--- src/rtl/tt_sweep_ctrl.sv ---
// -----------------------------------------------------------------------------
// tt_sweep_ctrl
//
// Characterises one 4-input combinational gate by stepping through all 16
// input patterns, holding each for SETTLE extra cycles, sampling the gate
// output, and building the measured 16-bit truth table. The table is compared
// bit by bit against an expected table latched at start.
//
// Parameters:
//   SETTLE    extra hold cycles per pattern before sampling (0..15)
//
// Ports:
//   clk       clock, all state changes on the rising edge
//   rst       synchronous reset, active high
//   start     sweep request, only honoured while idle
//   exp_tt    expected truth table, latched on the accepted start
//   pat       pattern to the gate (pat[3] -> input _0 ... pat[0] -> input _3)
//   gate_out  output of the gate under test
//   busy      high while patterns are being driven
//   done      one-cycle pulse, results valid from this cycle
//   tt        measured table, pattern i stored at bit 15-i
//   pass      measured table equals the latched expected table
//   err_cnt   number of mismatching bits (0..16)
//   first_err lowest mismatching pattern index, 0 when none
// -----------------------------------------------------------------------------
module tt_sweep_ctrl #(
    parameter int unsigned SETTLE = 2
) (
    input  logic        clk,
    input  logic        rst,
    input  logic        start,
    input  logic [15:0] exp_tt,
    output logic [3:0]  pat,
    input  logic        gate_out,
    output logic        busy,
    output logic        done,
    output logic [15:0] tt,
    output logic        pass,
    output logic [4:0]  err_cnt,
    output logic [3:0]  first_err
);

    localparam logic [3:0] SETTLE_C = 4'(SETTLE);

    typedef enum logic [1:0] {
        ST_IDLE   = 2'd0,
        ST_SETTLE = 2'd1,
        ST_REPORT = 2'd2
    } state_t;

    state_t      state_r;
    logic [3:0]  idx_r;
    logic [3:0]  cnt_r;
    logic [15:0] exp_r;
    logic [3:0]  pat_r;
    logic        busy_r;
    logic        done_r;
    logic [15:0] tt_r;
    logic        pass_r;
    logic [4:0]  err_cnt_r;
    logic [3:0]  first_err_r;

    logic        mismatch_s;
    logic [4:0]  err_cnt_next_s;

    // Compare the sampled gate output against the expected bit for this pattern.
    always_comb begin
        mismatch_s     = 1'b0;
        err_cnt_next_s = err_cnt_r;
        if (gate_out != exp_r[4'd15 - idx_r]) begin
            mismatch_s     = 1'b1;
            err_cnt_next_s = err_cnt_r + 5'd1;
        end else begin
            mismatch_s     = 1'b0;
            err_cnt_next_s = err_cnt_r;
        end
    end

    // Sweep sequencer: state, pattern/hold counters and registered results.
    always_ff @(posedge clk) begin
        if (rst) begin
            state_r     <= ST_IDLE;
            idx_r       <= 4'd0;
            cnt_r       <= 4'd0;
            exp_r       <= 16'd0;
            pat_r       <= 4'd0;
            busy_r      <= 1'b0;
            done_r      <= 1'b0;
            tt_r        <= 16'd0;
            pass_r      <= 1'b0;
            err_cnt_r   <= 5'd0;
            first_err_r <= 4'd0;
        end else begin
            done_r <= 1'b0;
            case (state_r)
                ST_IDLE: begin
                    pat_r  <= 4'd0;
                    busy_r <= 1'b0;
                    if (start) begin
                        exp_r       <= exp_tt;
                        idx_r       <= 4'd0;
                        cnt_r       <= SETTLE_C;
                        tt_r        <= 16'd0;
                        err_cnt_r   <= 5'd0;
                        first_err_r <= 4'd0;
                        pass_r      <= 1'b0;
                        busy_r      <= 1'b1;
                        state_r     <= ST_SETTLE;
                    end else begin
                        state_r <= ST_IDLE;
                    end
                end
                ST_SETTLE: begin
                    if (cnt_r != 4'd0) begin
                        cnt_r <= cnt_r - 4'd1;
                    end else begin
                        // MSB-first shift leaves pattern i at bit 15-i after 16 samples.
                        tt_r      <= {tt_r[14:0], gate_out};
                        err_cnt_r <= err_cnt_next_s;
                        // A zero count before this sample means this is the first mismatch.
                        if (mismatch_s && (err_cnt_r == 5'd0)) begin
                            first_err_r <= idx_r;
                        end
                        if (idx_r == 4'd15) begin
                            // pass must already be valid in the done cycle, so use the
                            // count that includes this final sample.
                            pass_r  <= (err_cnt_next_s == 5'd0);
                            done_r  <= 1'b1;
                            busy_r  <= 1'b0;
                            pat_r   <= 4'd0;
                            state_r <= ST_REPORT;
                        end else begin
                            idx_r <= idx_r + 4'd1;
                            pat_r <= idx_r + 4'd1;
                            cnt_r <= SETTLE_C;
                        end
                    end
                end
                ST_REPORT: begin
                    busy_r  <= 1'b0;
                    pat_r   <= 4'd0;
                    state_r <= ST_IDLE;
                end
                default: begin
                    busy_r  <= 1'b0;
                    pat_r   <= 4'd0;
                    state_r <= ST_IDLE;
                end
            endcase
        end
    end

    assign pat       = pat_r;
    assign busy      = busy_r;
    assign done      = done_r;
    assign tt        = tt_r;
    assign pass      = pass_r;
    assign err_cnt   = err_cnt_r;
    assign first_err = first_err_r;

endmodule

--- config.mk ---
export PLATFORM = sky130hd
export DESIGN_NAME = tt_sweep_ctrl
export DESIGN_NICKNAME = d
export VERILOG_FILES = /design/src/rtl/tt_sweep_ctrl.sv
export SDC_FILE = /design/constraint.sdc
export NUM_CORES = 1
export LEC_CHECK = 0
export CAP_MARGIN = 25
export CORE_ASPECT_RATIO = 2
export CORE_MARGIN = 4
export CORE_UTILIZATION = 55
export CTS_CLUSTER_SIZE = 8
export DETAILED_ROUTE_END_ITERATION = 10
export PLACE_DENSITY_LB_ADDON = 0.05
export SLEW_MARGIN = 20
export SYNTH_ARGS = -nofsm -noshare
export SYNTH_HDL_FRONTEND = slang
export SYNTH_SLANG_ARGS = --single-unit
--- constraint.sdc ---
create_clock -name clk -period 7 [get_ports clk]
set_input_delay 1.05 -clock clk [delete_from_list [all_inputs] [get_ports clk]]
set_output_delay 1.05 -clock clk [all_outputs]
set_load 0.05 [all_outputs]
* Word-level counts from Yosys, hierarchy flattened
Index checks and enable logic that the tools add are counted.
** Operators by class
- $add $sub $neg :: 4
- $lt $le $gt $ge :: 1
- Eq/ne operators :: 9
- Multiplexer cells :: 35
- Bitwise operators :: 1
- Reductions and logical operators :: 15
** Operators by type and width (count)
- $mux 4 :: 9
- $mux 16 :: 2
- $pmux 16 s2 :: 1
- $pmux 4 s2 :: 3
- $mux 5 :: 3
- $reduce_and 4->1 :: 3
- $logic_not 5->1 :: 2
- $mux 1 :: 10
- $ne 2x2->1 const B :: 5
- $pmux 5 s2 :: 1
- $reduce_and 3->1 :: 2
- $add 5x1->5 const B :: 1
- $lt 4x5->1 const B :: 1
- $add 4x1->4 const B :: 1
- $bmux 1 s4 :: 1
- $eq 4x4->1 const B :: 1
- $mux 2 :: 2
- $pmux 1 s2 :: 2
- $pmux 2 s2 :: 1
- $reduce_and 2->1 :: 2
- $reduce_bool 4->1 :: 1
- $sub 4x1->4 const B :: 1
- $sub 4x4->4 const A :: 1
- $ne 3x3->1 const B :: 1
- other kinds (8) :: 8
** Word-level totals
- Register bits :: 58
- Bits of input ports :: 20
- Word-level logic and storage cells :: 76

* Logic depth before layout (Yosys ltp)
Gate-level depths: netlist (run 1).
- Depth after elaboration :: 9
- Mapped depth :: 9
- Gate-level depth less buffers :: 8

* Least setup slack after synthesis (run 1)
Ideal clock, no wire load.
- Path kind :: register -> register
- Start point :: reg idx_r[0]
- End point :: reg pass_r, in the netlist pass
- Setup time :: 58 ps
- Data arrival time :: 2134 ps
- Slack :: 4808 ps
- Stages on the path, launching flop included :: 9
- Path buffers :: 2
- Period minus slack after synthesis :: 2192 ps
- Path through :: dfxtp_1 -> buf_6 -> buf_12 -> mux2i_1 -> mux4_2 -> mux2_4 -> or4_1 -> a21boi_1 -> a31o_1
** Between the ends
- Longest elaborated chain between the ends :: 9
- Elaborated cells between the ends (all ways) :: 12
** Ends and longest elaborated chain
- start, declared :: line 52 : logic [3:0] idx_r;
- start signal, assigned :: line 133 : idx_r <= idx_r + 4'd1;
- $sub 4x4->4 :: line 70 : if (gate_out != exp_r[4'd15 - idx_r]) begin
- $bmux 1 s4 :: line 70
- $mux 1 (not written as such) :: line 70
- $ne 1x1->1 :: line 70
- $mux 5 :: line 70
- $logic_not 5->1 :: line 127 : pass_r <= (err_cnt_next_s == 5'd0);
- $mux 1 :: line 124 : if (idx_r == 4'd15) begin
- $mux 1 :: line 114 : if (cnt_r != 4'd0) begin
- $pmux 1 s2 :: line 95 : case (state_r)
- end signal, assigned :: line 127
- end, declared :: line 59 : logic pass_r;
Parallel ways exist; a longest one is shown, timed or not. The select of a mux whose other input is x is not followed.
A chain may end at the register's enable or synchronous reset.

* Worst setup path after layout (run 1)
- Start point :: reg cnt_r[0]
- End point :: reg pass_r, in the netlist pass
** Between the ends
- Longest elaborated chain between the ends :: 3
** Ends and longest elaborated chain
- start, declared :: line 53 : logic [3:0] cnt_r;
- start signal, assigned :: line 115 : cnt_r <= cnt_r - 4'd1;
- $reduce_bool 4->1 :: line 114
- $ne 2x2->1 (no line)
- $reduce_and 4->1 (no line)
Every way passes these cells.

==> run_results.csv, run 1 <==
group,metric,value,unit
run_status,outcome,"completed",
synthesis,synth.most_common_cell,"nand2_1",
die,die_height,105,um
placed_design,gp_congestion,0.853,
synthesis,synthArstFlopShare,0,
sta,slew_viol_final,0,
synthesis,synth_nets,335,
placed_design,dp_hpwl,3930,um
synthesis,synth_top_area_frac,0.447,
sta,fin_setup_tns,0,ps
synthesis,ys_ff_latch,58,
clock_network,cts.reportedPaths.clkPinSlew,60,ps
synthesis,synth_top_family_by_area,"simple AND/OR/NAND/NOR gates",
global_routing,grt_max_degree,53,
layout,fillers,397,
placed_design,port_buffers,51,
global_routing,antenna_found_initial,0,
layout,nets,379,
synthesis,synthXorXnorAreaFrac,0.0169,
synthesis,synth_edf_count,0,
clock_network,cts_resized,0,
layout,stdcell_count,414,
routing,ant_nets,0,
setup_path,crit_path_end_kind,"register",
synthesis,yosysSeqAreaShare,0.447,
setup_path,start_kind,"register",
routing,drt_first_pass_iters,4,
die,dieArea,5950,sq um
setup_path,arrival,3130,ps
sta,finClkSkew,5.98,ps
synthesis,synth_common_cells,"nand2_1, dfxtp_1, a21oi_1",
clock_network,cts_tree,"built",
synthesis,synthSimpleGateAreaFrac,0.228,
clock_network,clk_path_buf_depth,2,
clock_network,cts_sinks,58,
layout,n_antenna_cell,0,
synthesis,synth_cells,310,
global_routing,grt-ovfl-total,0,
setup_path,critPathKind,"reg -> reg",
clock_network,cts_buffers,9,
synthesis,syn_avg_cell_area,8.37,sq um
setup_path,critPathMaxFanout,26,
synthesis,synthAdderAreaFrac,0.0241,
layout,layout-drive-gt1-share,0.0724,
global_routing,grt_usage,0.205,
sta,fin_crit_sh,0.416,
clock_network,clock-root-buffer,"clkbuf_8",
clock_network,cts-hold-fix-buffers,0,
sta,rsz0062_at_grt,"no",
routing,via_per_inst,5.56,
power_and_ir_drop,power_leakage,0.00117,uW
synthesis,synth_compound_area_frac,0.154,
layout,syn_to_final_growth,26.4,%
clock_network,cts_setup_buffers,0,
routing,vias,2300,
synthesis,yosys.area.top_type,"dfxtp_1",
flow_run,cap_viol_max_count,0,
synthesis,synth_area_leaders,"dfxtp_1, nand2_1, a21oi_1",
power_and_ir_drop,peakVddDrop,0.189,mV
layout,fin_area,3280,sq um
setup_path,critical_path_required,7220,ps
synthesis,synth_mux_area_frac,0.0781,
sta,worst_pin_slew,911,ps
hold_path,holdCritPathClass,"reg -> reg",
global_routing,grt_pass1_wl,9750,um
routing,drt_iter0_drc,65,
synthesis,yosys_warnings,0,
synthesis,yosysUniqueCellTypes,46,
routing,drt-total-wl,5580,um
placed_design,dpl_cell_area,3100,sq um
die,die_w,56.6,um
sta,maxSlewHeadroom,0.393,
die,start_util,0.564,
sta,min_period,2910,ps
clock_network,htree_num_levels,3,
sta,hold_ws,453,ps
routing,avgRoutedWirePerCell,13.5,um
die,coreArea,4600,sq um
die,pin_count,52,
power_and_ir_drop,powerDensity,225,nW/um^2
routing,drc,0,
synthesis,synth_ff_type,"dfxtp_1",
global_routing,first_global_vias,2247,
synthesis,syn_area,2590,sq um
sta,hold_viol_final,0,
sta,max_freq,343,MHz
sta,setup_viol,0,
die,rows,35,
placed_design,dp.cells,398,
clock_network,clk_latency,320,ps
==> cell usage in the layout, fill, tap and decap left out, drive strengths merged, types with 4 or more instances in the layout <==
master / instances
a21oi: 44
dfxtp: 58
inv: 6
ha: 5
nor3: 6
mux2i: 13
and3: 4
o21ai: 6
clkbuf: 14
nand3: 27
nor2: 15
clkdlybuf4s50: 50
nand2: 63
==> power by group <==
group / total (uW) / leakage (uW) / internal, uW / switching (uW)
Sequential: 353 / 0.000471 / 342 / 10.7
Combinational: 106 / 0.000606 / 42.8 / 63.4
Clock: 278 / 0.0000965 / 157 / 121
==> flip-flops by register name, summed over array words and instances (netlist names) <==
register and cells:
done 1, state_r 2, busy 1, pat 4, err_cnt 5, tt 16
first_err 4, exp_r 16, cnt_r 4, idx_r 4, pass 1
==> worst max-delay path, cell delays in order, from the launching register on <==
cell and delay (ps):
dfxtp_1 330, inv_1 90, ha_1 150, nor3b_1 740
nand2_1 750, nand2_1 290, o21ai_0 100, and3_1 180
a31o_1 180
==> cell families after synthesis <==
logic type / count (synthesis)
AO/OA/AOI/OAI: 69
multiplexers: 16
flip-flops: 58
AND/OR/NAND/NOR: 130
XOR/XNOR: 5
adder cells (fa/ha/maj): 5
buffers and inverters: 27
==> routing by layer <==
| layer | global-route usage | vias up | share of wire |
|---|---|---|---|
| met4 | 0.105 | 0 | 0.024 |
| met2 | 0.363 | 61 | 0.54 |
| met5 | 0 | - | 0 |
| met1 | 0.224 | 1060 | 0.40 |
| li1 | - | 1169 | - |
| met3 | 0.0371 | 10 | 0.041 |
==> final timing paths <==
path              from         to  slack, ps  depth (start not counted)
max           cnt_r[0]       pass       4090                          8
max reg2reg   cnt_r[0]       pass       4090                          8
min reg2reg  exp_r[13]  exp_r[13]        450                          2
min          exp_r[13]  exp_r[13]        450                          2
==> stage by stage <==
step / utilization / total power [uW] / worst slack [ps]
after floorplan: - / 437 / 4810
after global placement: 0.668 / 462 / 3870
after detailed placement: 0.674 / 466 / 4080
after CTS: 0.713 / 742 / 4060
after global routing: 0.713 / 769 / 3730
final: 0.713 / 737 / 4090
==> area by class of cell <==
class                   instances  area (sq um)  share of cell area
clock buffers                  14           173              0.0526
clock inverters                 2          10.0             0.00305
inverters                       7          26.3             0.00801
multi-input cells             225          1300               0.397
flip-flops and latches         58          1160               0.354
well taps                      55          68.8              0.0210
repair buffers                 53           541               0.165
Power figures use the tool's default switching activity.
==> inputs of run 2 (changes only) <==
--- a/config.mk
+++ b/config.mk
@@ -8,7 +8,7 @@
 export CAP_MARGIN = 25
 export CORE_ASPECT_RATIO = 2
 export CORE_MARGIN = 4
-export CORE_UTILIZATION = 55
+export CORE_UTILIZATION = 51
 export CTS_CLUSTER_SIZE = 8
 export DETAILED_ROUTE_END_ITERATION = 10
 export PLACE_DENSITY_LB_ADDON = 0.05
==> constraint.sdc (replaced) <==
create_clock -name clk -period 2.8 [get_ports clk]
set_input_delay 0.42 -clock clk [delete_from_list [all_inputs] [get_ports clk]]
set_output_delay 0.42 -clock clk [all_outputs]
set_load 0.05 [all_outputs]
==> run_results.csv, run 2 (synthesis gave the netlist of run 1 again) <==
group,metric,value,unit
routing,via_per_inst,5.62,
clock_network,clock-root-buffer,"clkbuf_8",
power_and_ir_drop,power_leakage,0.00119,uW
layout,multi_input_area,1300,sq um
sta,hold_viol_final,0,
routing,drc,0,
routing,vias,2377,
clock_network,cts-hold-fix-buffers,0,
sta,maxSlewHeadroom,0.655,
layout,n_antenna_cell,0,
global_routing,antenna_found_initial,0,
global_routing,grt-ovfl-total,0,
placed_design,gp_congestion,0.886,
setup_path,critical_path_required,3080,ps
clock_network,cts_tree,"built",
routing,avgRoutedWirePerCell,14.3,um
sta,rsz0062_at_grt,"no",
clock_network,cts_resized,0,
layout,regArea,1160,sq um
die,start_util,0.529,
sta,worst_pin_slew,516,ps
sta,fin_setup_tns,0,ps
layout,fillers,440,
sta,setup_viol,0,
power_and_ir_drop,peakVddDrop,0.547,mV
hold_path,whs_path_depth,2,
sta,fin_crit_sh,0.867,
sta,max_freq,412,MHz
die,die_w,58.4,um
die,pin_count,52,
run_status,outcome,"completed",
sta,min_period,2430,ps
global_routing,first_global_vias,2255,
setup_path,start_kind,"register",
clock_network,cts_setup_buffers,0,
setup_path,slowest_delay,590,ps
clock_network,clk_latency,330,ps
setup_path,crit_cells,6,
clock_network,clk_path_buf_depth,2,
power_and_ir_drop,powerDensity,553,nW/um^2
die,rows,36,
routing,drt-total-wl,6050,um
layout,fin_area,3310,sq um
routing,drt_iter0_drc,76,
global_routing,grt_usage,0.204,
clock_network,cts_buffers,9,
hold_path,holdCritPathClass,"reg -> reg",
layout,final_cell_mix,"nand2_1, dfxtp_1, clkdlybuf4s50_1",
sta,slew_viol_final,0,
layout,syn_to_final_growth,27.5,%
setup_path,worstPathCellList,"mux2i_1, mux4_2, mux2_4, or4_1, a21boi_1, a31o_1",
routing,ant_nets,0,
setup_path,critPathKind,"reg -> reg",
flow_run,cap_viol_max_count,0,
layout,layout-drive-gt1-share,0.0902,
setup_path,critPathMaxFanout,10,
placed_design,dp_hpwl,4310,um
routing,drt_first_pass_iters,4,
setup_path,critPathBufInv,0,
setup_path,slowest_stage,"dfxtp_1",
clock_network,cts_sinks,58,
setup_path,rr_worst_depth,6,
setup_path,crit_path_end_kind,"register",
die,coreArea,4910,sq um
placed_design,dpl_cell_area,3140,sq um
setup_path,cp_top_family,"multiplexers",
layout,final_common_cell,"nand2_1",
global_routing,grt_max_degree,37,
sta,finClkSkew,8.13,ps
global_routing,grt_pass1_wl,10100,um
die,dieArea,6360,sq um
layout,nets,386,
clock_network,cts.reportedPaths.clkPinSlew,70,ps
clock_network,htree_num_levels,3,
die,die_height,109,um
setup_path,arrival,2710,ps
placed_design,port_buffers,51,
run 2: per-stage QoR:
stage / power (uW) / hold WS, ps / util / cells / setup WS (ps)
3_5_place_dp: 1180 / 447 / 0.639 / 407 / 415
5_1_grt: 1910 / 479 / 0.674 / 423 / 258
3_3_place_gp: 1180 / 443 / 0.639 / 407 / 512
4_1_cts: 1850 / 456 / 0.674 / 423 / 390
6_report: 1830 / 457 / 0.674 / 423 / 373
2_1_floorplan: 1090 / 436 / - / 310 / 608
run 2: final cells by class:
class / count / area share
multi-input combinational: 225 / 0.393
sequential: 58 / 0.351
timing repair buffer: 60 / 0.175
clock buffer: 11 / 0.0427
tap: 57 / 0.0216
clock inverter: 5 / 0.00907
inverter: 7 / 0.00794
run 2: final timing paths:
| kind | from | endpoint | slack [ps] |
|---|---|---|---|
| worst min-delay path | exp_r[5] | exp_r[5] | 460 |
| worst max-delay path | idx_r[0] | pass | 370 |
| worst max register to register | idx_r[0] | pass | 370 |
| worst min register to register | exp_r[5] | exp_r[5] | 460 |
run 2: power by group:
group          switching, uW  leakage (uW)  internal [uW]
registers               24.1      0.000471            855
clock network            326     0.0000851            340
logic                    170      0.000632            116
total                    521       0.00119           1310
run 2: tightest hold or removal path, stage by stage (launching register included):
cell and delay [ps]:
dfxtp_1 310, nand2_1 50, a21oi_1 50
run 2: per-layer routing:
metal,up-vias,wire length (um),GRT usage,part of all wire
met5,-,0,0,0
met4,0,133,0.0995,0.022
met3,14,267,0.0486,0.044
met2,60,3130,0.355,0.52
met1,1117,2520,0.225,0.42
li1,1186,-,-,-
==> inputs of run 3 (changes only) <==
--- a/config.mk
+++ b/config.mk
@@ -8,10 +8,10 @@
 export CAP_MARGIN = 25
 export CORE_ASPECT_RATIO = 2
 export CORE_MARGIN = 4
-export CORE_UTILIZATION = 51
+export CORE_UTILIZATION = 46
 export CTS_CLUSTER_SIZE = 8
 export DETAILED_ROUTE_END_ITERATION = 10
-export PLACE_DENSITY_LB_ADDON = 0.05
+export PLACE_DENSITY = 0.76
 export SLEW_MARGIN = 20
 export SYNTH_ARGS = -nofsm -noshare
 export SYNTH_HDL_FRONTEND = slang
==> constraint.sdc (replaced) <==
create_clock -name clk -period 2.2 [get_ports clk]
set_input_delay 0.33 -clock clk [delete_from_list [all_inputs] [get_ports clk]]
set_output_delay 0.33 -clock clk [all_outputs]
set_load 0.05 [all_outputs]
==> run_results.csv, run 3 (synthesis gave the netlist of run 1 again) <==
group,metric,value,unit
routing,via_per_inst,5.45,
routing,drt_first_pass_iters,4,
setup_path,arrival,2350,ps
die,pin_count,52,
layout,final_util,0.621,
placed_design,gp_congestion,0.818,
layout,syn_to_final_growth,30.9,%
sta,hold_ws,452,ps
die,die_w,61.1,um
setup_path,rr_startpoint,"idx_r[0]",
power_and_ir_drop,power_leakage,0.00124,uW
global_routing,grt_max_degree,37,
sta,slew_viol_final,0,
global_routing,antenna_found_initial,0,
routing,avgRoutedWirePerCell,14.7,um
sta,max_freq,485,MHz
setup_path,slowest_delay,480,ps
power_and_ir_drop,seq_power_share,0.462,
sta,setup_ws,139,ps
clock_network,htree_num_levels,3,
placed_design,dp.cells,418,
layout,fin_area,3400,sq um
routing,drt-total-wl,6380,um
sta,setup_viol,0,
routing,drc,0,
routing,vias,2365,
setup_path,start_kind,"register",
die,coreArea,5470,sq um
setup_path,crit_start,"idx_r[0]",
die,start_util,0.475,
sta,fin_crit_sh,0.937,
layout,final_cell_mix,"nand2_1, dfxtp_1, clkdlybuf4s50_1",
power_and_ir_drop,power_frac_comb,0.157,
setup_path,critPathKind,"reg -> reg",
global_routing,grt_pass1_wl,10500,um
hold_path,min_from,"exp_r[15]",
placed_design,post-place-ws,-2.13,ps
power_and_ir_drop,clockPowerShare,0.380,
routing,drt_iter0_drc,130,
sta,maxSlewHeadroom,0.658,
run_status,outcome,"completed",
setup_path,critical_path_required,2490,ps
power_and_ir_drop,power.switching,650,uW
flow_run,cap_viol_max_count,0,
placed_design,port_buffers,51,
setup_path,critPathMaxFanout,6,
global_routing,grt_usage,0.206,
layout,nets,394,
sta,finClkSkew,7.66,ps
clock_network,cts_sinks,58,
die,die_height,114,um
power_and_ir_drop,internal-power,1770,uW
global_routing,first_global_vias,2307,
routing,ant_nets,0,
placed_design,dpl_cell_area,3210,sq um
setup_path,worstPathCellList,"mux2i_1, mux4_2, mux2_4, or4_1, a21boi_1, a31o_1",
sta,worst_pin_slew,512,ps
layout,final_common_cell,"nand2_1",
sta,min_period,2060,ps
sta,hold_viol_final,0,
clock_network,cts.reportedPaths.clkPinSlew,60,ps
die,rows,38,
placed_design,dp_hpwl,4840,um
setup_path,slowest_stage,"mux4_2",
clock_network,clk_latency,340,ps
power_and_ir_drop,powerDensity,712,nW/um^2
die,dieArea,6980,sq um
layout,layout-drive-gt1-share,0.104,
layout,stdcell_count,434,
global_routing,grt-ovfl-total,0,
clock_network,cts_buffers,9,
layout,n_antenna_cell,0,
clock_network,cts-hold-fix-buffers,0,
power_and_ir_drop,peakVddDrop,0.545,mV
power_and_ir_drop,swShare,0.269,
clock_network,clk_path_buf_depth,2,
hold_path,holdCritPathClass,"reg -> reg",
clock_network,clock-root-buffer,"clkbuf_8",
sta,rsz0062_at_grt,"no",
setup_path,crit_path_end_kind,"register",
clock_network,cts_tree,"built",
## run 3: stage by stage
stage	total power [uW]	setup TNS, ps
6_report	2420	0
2_1_floorplan	1390	0
4_1_cts	2440	0
5_1_grt	2530	0
3_5_place_dp	1520	-2.13
3_3_place_gp	1510	0
## run 3: cell type report
type	count	area, sq um
multi-input cells	225	1300
inverters	7	26.3
repair buffers	68	651
flip-flops and latches	58	1160
well taps	60	75.1
fillers	500	2070
clock buffers	13	139
clock inverters	3	40.0
## run 3: critical path, delay by kind of cell, from the launching register on
| kind | cells | cell delay, ps |
|---|---|---|
| AO/OA/AOI/OAI | 2 | 310 |
| multiplexers | 3 | 920 |
| AND/OR/NAND/NOR | 1 | 410 |
| flip-flops | 1 | 370 |
## run 3: path summary, 6_finish.rpt
| path | to | slack (ps) | cells past startpoint |
|---|---|---|---|
| worst max-delay path | pass | 140 | 6 |
| worst max register to register | pass | 140 | 6 |
| worst min register to register | exp_r[15] | 450 | 2 |
| worst min-delay path | exp_r[15] | 450 | 2 |
## run 3: power groups by stage
stage | Clock, uW | Sequential [uW] | Combinational [uW]
3_3_place_gp | 0 | 1140 | 372
4_1_cts | 945 | 1120 | 381
6_report | 920 | 1120 | 380
3_5_place_dp | 0 | 1140 | 380
5_1_grt | 984 | 1120 | 417
2_1_floorplan | 0 | 1160 | 233
## run 3: layer usage
layer,share of wire,up-vias,global-route usage,routed length (um)
met1,0.35,1102,0.195,2220
met3,0.037,19,0.0406,238
met5,0,-,0,0
li1,-,1194,-,-
met4,0.037,0,0.142,234
met2,0.58,50,0.369,3690
## run 3: what timing repair did
item,4_1_cts,5_1_grt
cloned,0,0
setup endpoints to repair,1,2
resized for setup,1,1
buffers inserted,0,0
